$ cat src/rtl/cpu_param.sv
// cpu_param: multicycle, width-parametrised lab CPU core (register file, shifter, ALU, flags, FSM).
// Optional multiplier enabled by defining CPU_MUL_EN (opcode 111/00 = MUL).
module cpu_param #(
    parameter int DATA_W   = 16,
    parameter bit IMM_SEXT = 1'b1
) (
    input  logic              clk_i,
    input  logic              reset_i,
    input  logic              s_i,
    input  logic              load_i,
    input  logic [15:0]       in_i,
    output logic [DATA_W-1:0] out_o,
    output logic              N_o,
    output logic              V_o,
    output logic              Z_o,
    output logic              w_o
);

    typedef enum logic [2:0] {
        S_WAIT,
        S_DECODE,
        S_WR_IMM,
        S_LOAD_A,
        S_LOAD_B,
        S_EXEC,
        S_WR_REG
    } state_t;

    state_t state_q, state_d;

    logic [15:0]       ir_q;
    logic [15:0]       exIr_q;
    logic [DATA_W-1:0] regs_q [8];
    logic [DATA_W-1:0] a_q, b_q, c_q;
    logic              n_q, v_q, z_q;

    logic [2:0]        opcode, rn, rd, rm;
    logic [1:0]        op, sh;
    logic              isMovImm, isMovReg, isArith, isMvn, isCmp, isMul;
    logic [DATA_W-1:0] shB, aluRes, immExt;

    // exIr_q holds the instruction being executed, so IR can take a new word on the start edge
    assign opcode = exIr_q[15:13];
    assign op     = exIr_q[12:11];
    assign rn     = exIr_q[10:8];
    assign rd     = exIr_q[7:5];
    assign sh     = exIr_q[4:3];
    assign rm     = exIr_q[2:0];

    assign isMovImm = (opcode == 3'b110) && (op == 2'b10);
    assign isMovReg = (opcode == 3'b110) && (op == 2'b00);
    assign isArith  = (opcode == 3'b101);
    assign isMvn    = isArith && (op == 2'b11);
    assign isCmp    = isArith && (op == 2'b01);
`ifdef CPU_MUL_EN
    assign isMul    = (opcode == 3'b111) && (op == 2'b00);
`else
    assign isMul    = 1'b0;
`endif

    assign immExt = IMM_SEXT ? DATA_W'($signed(exIr_q[7:0])) : DATA_W'(exIr_q[7:0]);

    always_comb begin
        case (sh)
            2'b01:   shB = {b_q[DATA_W-2:0], 1'b0};
            2'b10:   shB = {1'b0, b_q[DATA_W-1:1]};
            2'b11:   shB = {b_q[DATA_W-1], b_q[DATA_W-1:1]};
            default: shB = b_q;
        endcase
    end

    always_comb begin
        aluRes = shB;
        if (isArith) begin
            case (op)
                2'b00:   aluRes = a_q + shB;
                2'b01:   aluRes = a_q - shB;
                2'b10:   aluRes = a_q & shB;
                default: aluRes = ~shB;
            endcase
        end
`ifdef CPU_MUL_EN
        else if (isMul) begin
            aluRes = a_q * shB;
        end
`endif
    end

    always_comb begin
        state_d = state_q;
        case (state_q)
            S_WAIT:   if (s_i) state_d = S_DECODE;
            S_DECODE: begin
                if (isMovImm)                      state_d = S_WR_IMM;
                else if ((isArith && !isMvn) || isMul) state_d = S_LOAD_A;
                else if (isMovReg || isMvn)        state_d = S_LOAD_B;
                else                               state_d = S_WAIT;
            end
            S_WR_IMM: state_d = S_WAIT;
            S_LOAD_A: state_d = S_LOAD_B;
            S_LOAD_B: state_d = S_EXEC;
            S_EXEC:   state_d = isCmp ? S_WAIT : S_WR_REG;
            S_WR_REG: state_d = S_WAIT;
            default:  state_d = S_WAIT;
        endcase
    end

    always_ff @(posedge clk_i) begin
        if (reset_i) state_q <= S_WAIT;
        else         state_q <= state_d;
    end

    always_ff @(posedge clk_i) begin
        if (reset_i) begin
            ir_q   <= '0;
            exIr_q <= '0;
            a_q    <= '0;
            b_q    <= '0;
            c_q    <= '0;
            n_q    <= 1'b0;
            v_q    <= 1'b0;
            z_q    <= 1'b0;
            for (int i = 0; i < 8; i++) regs_q[i] <= '0;
        end else begin
            case (state_q)
                S_WAIT: begin
                    if (load_i) ir_q <= in_i;
                    if (s_i)    exIr_q <= ir_q;
                end
                S_WR_IMM: regs_q[rn] <= immExt;
                S_LOAD_A: a_q <= regs_q[rn];
                S_LOAD_B: b_q <= regs_q[rm];
                S_EXEC: begin
                    c_q <= aluRes;
                    if (isCmp) begin
                        z_q <= (aluRes == '0);
                        n_q <= aluRes[DATA_W-1];
                        v_q <= (a_q[DATA_W-1] != shB[DATA_W-1]) &&
                               (aluRes[DATA_W-1] != a_q[DATA_W-1]);
                    end
                end
                S_WR_REG: regs_q[rd] <= c_q;
                default: ;
            endcase
        end
    end

    assign out_o = c_q;
    assign N_o   = n_q;
    assign V_o   = v_q;
    assign Z_o   = z_q;
    assign w_o   = (state_q == S_WAIT);

endmodule

$ cat config.mk
export PLATFORM = sky130hd
export DESIGN_NAME = cpu_param
export DESIGN_NICKNAME = d
export VERILOG_FILES = /design/src/rtl/cpu_param.sv
export SDC_FILE = /design/constraint.sdc
export NUM_CORES = 1
export LEC_CHECK = 0
export BUFFER_PORTS_ARGS = -buffer_cell sky130_fd_sc_hd__buf_2
export CAP_MARGIN = 20
export CORE_ASPECT_RATIO = 2
export CORE_MARGIN = 2
export CORE_UTILIZATION = 57
export CTS_CLUSTER_DIAMETER = 40
export DETAILED_ROUTE_END_ITERATION = 12
export PLACE_DENSITY = 0.76
export SYNTH_ARGS = -nofsm -noshare
export SYNTH_HDL_FRONTEND = slang
export SYNTH_SLANG_ARGS = --single-unit
$ cat constraint.sdc
create_clock -name clk_i -period 3.5 [get_ports clk_i]
set_input_delay 0.7 -clock clk_i [delete_from_list [all_inputs] [get_ports clk_i]]
set_output_delay 0.7 -clock clk_i [all_outputs]
set_load 0.005 [all_outputs]
==> results of run 1 <==
-- cell families (layout without fill, tap and decap cells) --
| family | count (synthesis) | in the layout | synth area share, % |
|---|---|---|---|
| simple gates | 416 | 416 | 15.5 |
| flops | 214 | 214 | 47.6 |
| compound gates | 203 | 203 | 11.1 |
| mux | 133 | 133 | 18.8 |
| buf+inv | 95 | 223 | 3.44 |
| xor+xnor | 22 | 22 | 1.65 |
| fa+ha+maj | 18 | 18 | 1.99 |
-- through the flow --
step / TNS, ns / utilization [%] / hold slack [ns] / power (mW) / setup WS, ns
after floorplan: -0.788 / - / 0.425 / 3.19 / -0.229
after global placement: -2.10 / 63.3 / 0.439 / 3.36 / -0.468
after detailed placement: -2.54 / 63.5 / 0.445 / 3.38 / -0.540
after CTS: -1.89 / 67.4 / 0.406 / 5.73 / -0.339
after global routing: -3.51 / 68.5 / 0.424 / 5.89 / -0.527
final: -2.06 / 68.5 / 0.415 / 5.75 / -0.373
-- state kept, by name, summed over array words and instances (netlist names) --
signal   count
Z_o          1
exIr_q      16
a_q         16
b_q         16
regs_q     128
state_q      3
N_o          1
ir_q        16
V_o          1
out_o       16
-- worst max-delay path: cells and delay by family (launching register included) --
| kind | cells | cell delay, ns |
|---|---|---|
| adders and majority gates | 1 | 0.36 |
| buffers and inverters | 1 | 0.18 |
| and+or+nand+nor | 4 | 0.86 |
| muxes | 2 | 0.46 |
| xor gates and xnor gates | 1 | 0.14 |
| DFF | 1 | 0.40 |
| AOI/OAI and AO/OA | 7 | 1.35 |
-- placed cells by master, fill, tap and decap left out, drive strengths merged, types with 4 or more instances in the layout --
cell type,netlist,layout
a211oi,50,50
o21a,8,8
clkinv,0,4
nor2,213,213
nand4,6,6
mux4,64,64
xnor2,8,8
nand3b,7,7
nand3,12,12
inv,13,17
nor3b,5,5
ha,17,17
a31oi,6,6
and2,6,6
buf,22,171
and4,4,4
clkbuf,60,28
nand2b,14,14
mux2,9,9
dfxtp,86,86
nor3,10,10
edfxtp,128,128
o22ai,6,6
nor2b,7,7
a21oi,73,73
or3,4,4
xor2,14,14
nand2,116,116
mux2i,60,60
o21ai,31,31
-- repair_timing --
| action | CTS | global route |
|---|---|---|
| endpoints found under the setup margin | 10 | 12 |
| endpoints found under the hold margin | 0 | 0 |
| setup buffers | 4 | 3 |
| gates resized for setup | 13 | 42 |
| pin swaps | 12 | 22 |
-- report_power, final --
group	internal, mW	leakage, nW	switching [mW]
sequential	2.73	2.02	0.0450
combinational	0.271	2.43	0.327
clock	1.35	0.354	1.03
-- per-layer routing --
metal,GRT usage (%),routed length [um],vias to the layer above
li1,-,-,4264
met1,33.4,11200,4508
met2,56.5,17900,344
met3,2.79,1720,94
met4,15.2,1440,0
met5,0,0,-
-- area by class of cell --
class	count	area (sq um)	share of cell area, %
multi-input combinational	792	5990	43.1
sequential	214	5570	40.1
timing repair buffer	171	1220	8.77
clock buffer	28	618	4.45
tap	266	333	2.40
clock inverter	11	111	0.802
inverter	13	48.8	0.351
-- worst paths after layout --
kind	start	to	slack, ns
worst max register to register	exIr_q[3]	Z_o	-0.37
worst min register to register	ir_q[12]	exIr_q[12]	0.45
worst max-delay path	exIr_q[3]	Z_o	-0.37
worst min-delay path	in_i[0]	ir_q[0]	0.42
==> flow_summary.yaml, run 1 <==
critical_path:
  crit_type: "reg2reg"
  slowest_delay_ns: 0.40
  critPathLaunchType: "flop"
  cp_max_fo: 8
  cpMostUsedCell: "a21o_1"
  arrival_ns: 4.28
  path_cells: "mux2_4, mux2i_4, nor4b_4, buf_4, a21oi_4, xor2_1, ha_1, a21o_1, a21o_1, o31a_1, o21a_1, o41a_1, and4_4, nor3_4, nand2b_4, o21ai_1"
  cp-end-kind: "flop"
  crit_required_ns: 3.91
  slowest_stage: "dfxtp_4"
  reg2reg_depth: 16
global_route:
  grt_pass1_wl_um: 50600
  grt_usage_pct: 30.0
  overflow: 0
  grt_pass1_vias: 9421
  grt_max_degree: 84
  antenna_found_initial: 0
layout:
  stdcell_count: 1495
  postLayoutCellArea_sq_um: 13900
  antennaDiodeCount: 0
  drive_gt1_share_pct: 27.5
  area_delta_synth_final_pct: 18.7
  n_fill_cell: 1467
  fin_nets: 1252
yosys:
  async_reset_ff_share_pct: 0
  synth_cell_types: 68
  synth.area.top_cells: "edfxtp_1 33%, dfxtp_1 15%, mux4_2 12%, nor2_1 6.8%, mux2i_1 4.8%"
  synth.most_common_cell: "nor2_1"
  synth_edf_count: 128
  yosysSeqAreaShare_pct: 47.6
  syn_inst: 1101
  yosysWarnings: 0
  netlist.area_leader.share_pct: 32.9
  synth_area_per_cell_sq_um: 10.6
  yosys-top-cells-count: "213 x nor2_1, 128 x edfxtp_1, 116 x nand2_1"
  yosys_most_used_dff: "edfxtp_1"
  ys_ff_latch: 214
  syn_nets: 1139
  yosysTopAreaCell: "edfxtp_1"
  synth_area_sq_um: 11700
job:
  cap_viol_max_count: 0
pwr:
  powerDensity_nw_per_um2: 414
  leakage_nw: 4.80
  peakVddDrop_uv: 360
hold_path:
  hold_depth: 3
  worst_hold_path_type: "in2reg"
clock_network:
  path_clk_slew_ns: 0.07
  cts_buffers: 22
  cts_hold_buf: 0
  h-tree-depth: 1
  clock_sink_count: 214
  clock_latency_ns: 0.52
  clk_path_buf_depth: 3
  cts_tree: "yes"
  root_buffer: "clkbuf_16"
timing:
  fin_worst_skew_ns: 0.0143
  rsz0062_at_grt: "true"
  slew_headroom_pct: 36.9
  hold_violations: 0
  max_freq_mhz: 258
  setup_viol: 9
  fin_crit_ns: 3.87
  postLayoutSetupSlackWorst_ns: -0.373
  slew_violations: 0
  worstMarginPinSlew_ns: 0.946
  finalCritPeriodShare_pct: 111
floorplanning:
  die-height_um: 207
  die_x_um: 105
  io_pins: 40
  start_util_pct: 57.7
  core-area_sq_um: 20300
  die_area_sq_um: 21800
  rows: 74
routing:
  drc: 0
  vias_per_cell: 6.16
  ant_nets: 0
  post_drt_wl_per_cell_um: 21.5
  first_pass_iters: 7
  dr.first_iter.drc_count: 631
  wl_um: 32200
  vias: 9210
placement:
  postPlaceCellArea_sq_um: 12900
  dp_hpwl_um: 22600
  place.gp.congestion: 0.931
  dp_cells: 1449
  place.port_buffers: 39
run_status:
  status: "complete, but fails checks"
  violations: "negative setup slack"
Power figures use the tool's default switching activity.
==> run 2: changes to the inputs <==
--- a/config.mk
+++ b/config.mk
@@ -5,6 +5,7 @@
 export SDC_FILE = /design/constraint.sdc
 export NUM_CORES = 1
 export LEC_CHECK = 0
+export ABC_AREA = 1
 export BUFFER_PORTS_ARGS = -buffer_cell sky130_fd_sc_hd__buf_2
 export CAP_MARGIN = 20
 export CORE_ASPECT_RATIO = 2
==> flow_summary.yaml, run 2 <==
run_status:
  status: "finished clean"
timing:
  max_freq_mhz: 292
  setup_tns_ns: 0
  postLayoutSetupSlackWorst_ns: 0.0778
  rsz0062_at_grt: "true"
  slew_violations: 0
  hold_violations: 0
  slew_headroom_pct: 25.3
  finalCritPeriodShare_pct: 97.8
  setup_viol: 0
  fin_crit_ns: 3.42
  worstMarginPinSlew_ns: 1.12
  fin_worst_skew_ns: 0.0180
yosys:
  yosys_most_used_dff: "edfxtp_1"
  syn_nets: 1606
  synth.most_common_cell: "nand2_1"
  synth_area_per_cell_sq_um: 7.72
  netlist.area_leader.share_pct: 31.8
  synth_cell_types: 44
  yosysWarnings: 0
  yosys-top-cells-count: "272 x nand2_1, 205 x nor2_1, 162 x a21oi_1"
  ys_ff_latch: 214
  yosysSeqAreaShare_pct: 46.0
  synth_edf_count: 128
  synth.area.top_cells: "edfxtp_1 32%, dfxtp_1 14%, nand2_1 8.4%, a21oi_1 6.7%, o21ai_0 6.4%"
  syn_inst: 1568
  synth_area_sq_um: 12100
  async_reset_ff_share_pct: 0
  yosysTopAreaCell: "edfxtp_1"
layout:
  final_cell_mix: "251 x nand2_1, 188 x nor2_1, 154 x a21oi_1"
  mostFrequentLayoutCell: "nand2_1"
  drive_gt1_share_pct: 19.5
  n_fill_cell: 1789
  antennaDiodeCount: 0
  largest_register_ffs: 128
  regMostFlops: "regs_q"
  postLayoutCellArea_sq_um: 14300
  stdcell_count: 1939
  fin_nets: 1693
  area_delta_synth_final_pct: 17.9
hold_path:
  worst_hold_path_type: "in2reg"
  hold_depth: 3
  hold_path.startpoint: "in_i[7]"
  holdPathEnd: "ir_q[7]"
floorplanning:
  die_area_sq_um: 22500
  start_util_pct: 57.8
  rows: 75
  core-area_sq_um: 20900
  io_pins: 40
  die_x_um: 107
  die-height_um: 210
job:
  cap_viol_max_count: 0
critical_path:
  path_delay_family: "simple AND/OR/NAND/NOR gates"
  path_cells: "buf_6, nand2_4, nand3_4, nor2_4, nand2_2, nor2_4, nand4_1, o31ai_2, xor2_1, ha_1, a21o_1, a31oi_2, nand3_2, a21oi_1, buf_4, inv_1, nand3_1, nand3_2, nand2_2, nand2_4, nand2_2, nand3_2, a21oi_2"
  r2r_end: "V_o"
  reg2reg_depth: 23
  slowest_stage: "dfxtp_4"
  cp_max_fo: 5
  crit_type: "reg2reg"
  critPathBufInv: 3
  critPathLaunchType: "flop"
  worstSetupStartpoint: "exIr_q[4]"
  crit_required_ns: 3.96
  reg2reg_slack_ns: 0.08
  cp-end-kind: "flop"
  timing.rr.start: "exIr_q[4]"
  slowest_delay_ns: 0.37
  arrival_ns: 3.88
  path_depth: 23
routing:
  drc: 0
  post_drt_wl_per_cell_um: 19.4
  first_pass_iters: 5
  vias_per_cell: 6.00
  ant_nets: 0
  vias: 11600
  wl_um: 37700
  dr.first_iter.drc_count: 1087
clock_network:
  clk_path_buf_depth: 3
  cts_hold_buf: 0
  path_clk_slew_ns: 0.07
  clock_sink_count: 214
  cts_buffers: 23
  h-tree-depth: 1
  clock_latency_ns: 0.53
  root_buffer: "clkbuf_16"
  cts_tree: "yes"
pwr:
  power_frac_comb_pct: 15.9
  powerDensity_nw_per_um2: 430
  intPower_mw: 4.38
  finalPower_mw: 6.13
  clock_power_share_pct: 38.2
  swShare_pct: 28.6
  switchingPower_mw: 1.76
  leakage_nw: 5.73
  peakVddDrop_uv: 402
  power.share.sequential_pct: 45.9
global_route:
  overflow: 0
  grt_pass1_wl_um: 57600
  antenna_found_initial: 0
  grt_usage_pct: 33.3
  grt_max_degree: 118
  grt_pass1_vias: 11100
placement:
  dp_hpwl_um: 27800
  postPlaceCellArea_sq_um: 13000
  preCtsSetupSlack_ns: -0.0576
  place.gp.congestion: 1.01
  dp_cells: 1885
  place.port_buffers: 39
-- run 2: layout make-up --
cell class | instances | area [sq um] | share of cell area (%)
multi-input cells | 1103 | 5940 | 41.6
clock inverters | 15 | 139 | 0.973
clock buffers | 25 | 583 | 4.09
flip-flops and latches | 214 | 5580 | 39.1
repair buffers | 155 | 1100 | 7.69
inverters | 158 | 596 | 4.17
well taps | 269 | 337 | 2.36
-- run 2: worst reg2reg max path: stages, from the launching register on --
cell and delay [ns]:
dfxtp_4 0.37, buf_6 0.13, nand2_4 0.07, nand3_4 0.07, nor2_4 0.13, nand2_2 0.09, nor2_4 0.14, nand4_1 0.16
o31ai_2 0.27, xor2_1 0.18, ha_1 0.31, a21o_1 0.22, a31oi_2 0.18, nand3_2 0.14, a21oi_1 0.15, buf_4 0.15
inv_1 0.04, nand3_1 0.10, nand3_2 0.09, nand2_2 0.10, nand2_4 0.07, nand2_2 0.06, nand3_2 0.06, a21oi_2 0.10
-- run 2: power groups by stage --
stage	clock network (mW)	registers (mW)	logic [mW]
4_1_cts	2.36	2.81	0.901
6_report	2.34	2.82	0.977
3_3_place_gp	0	2.86	0.880
3_5_place_dp	0	2.87	0.896
5_1_grt	2.47	2.82	1.07
2_1_floorplan	0	2.82	0.641
-- run 2: layer usage --
layer | global-route usage (%) | wire length [um]
met2 | 60.5 | 19900
met4 | 25.8 | 3220
met5 | 0 | 0
met3 | 5.38 | 2150
met1 | 32.7 | 12400
-- run 2: how the worst max path moves through the flow --
stage,end
2_1_floorplan,V_o
3_3_place_gp,Z_o
3_5_place_dp,Z_o
4_1_cts,Z_o
5_1_grt,Z_o
6_report,V_o
-- run 2: timing repair --
item                       in CTS  in global routing
setup endpoints to repair       3                  6
pin swaps                       0                 57
setup buffers                   0                 14
resized for setup               3                128
-- run 2: metrics by stage --
stage	util (%)	hold WS (ns)
3_3_place_gp	62.2	0.448
2_1_floorplan	-	0.438
4_1_cts	65.7	0.434
5_1_grt	68.2	0.454
6_report	68.2	0.443
3_5_place_dp	62.2	0.454
-- run 2: cell families after synthesis --
logic type | Yosys count | share of synthesized area (%)
AOI/OAI and AO/OA | 422 | 19.4
xor gates and xnor gates | 15 | 1.09
adders and majority gates | 18 | 1.92
buffers and inverters | 251 | 8.18
DFF | 214 | 46.0
and+or+nand+nor | 648 | 23.4
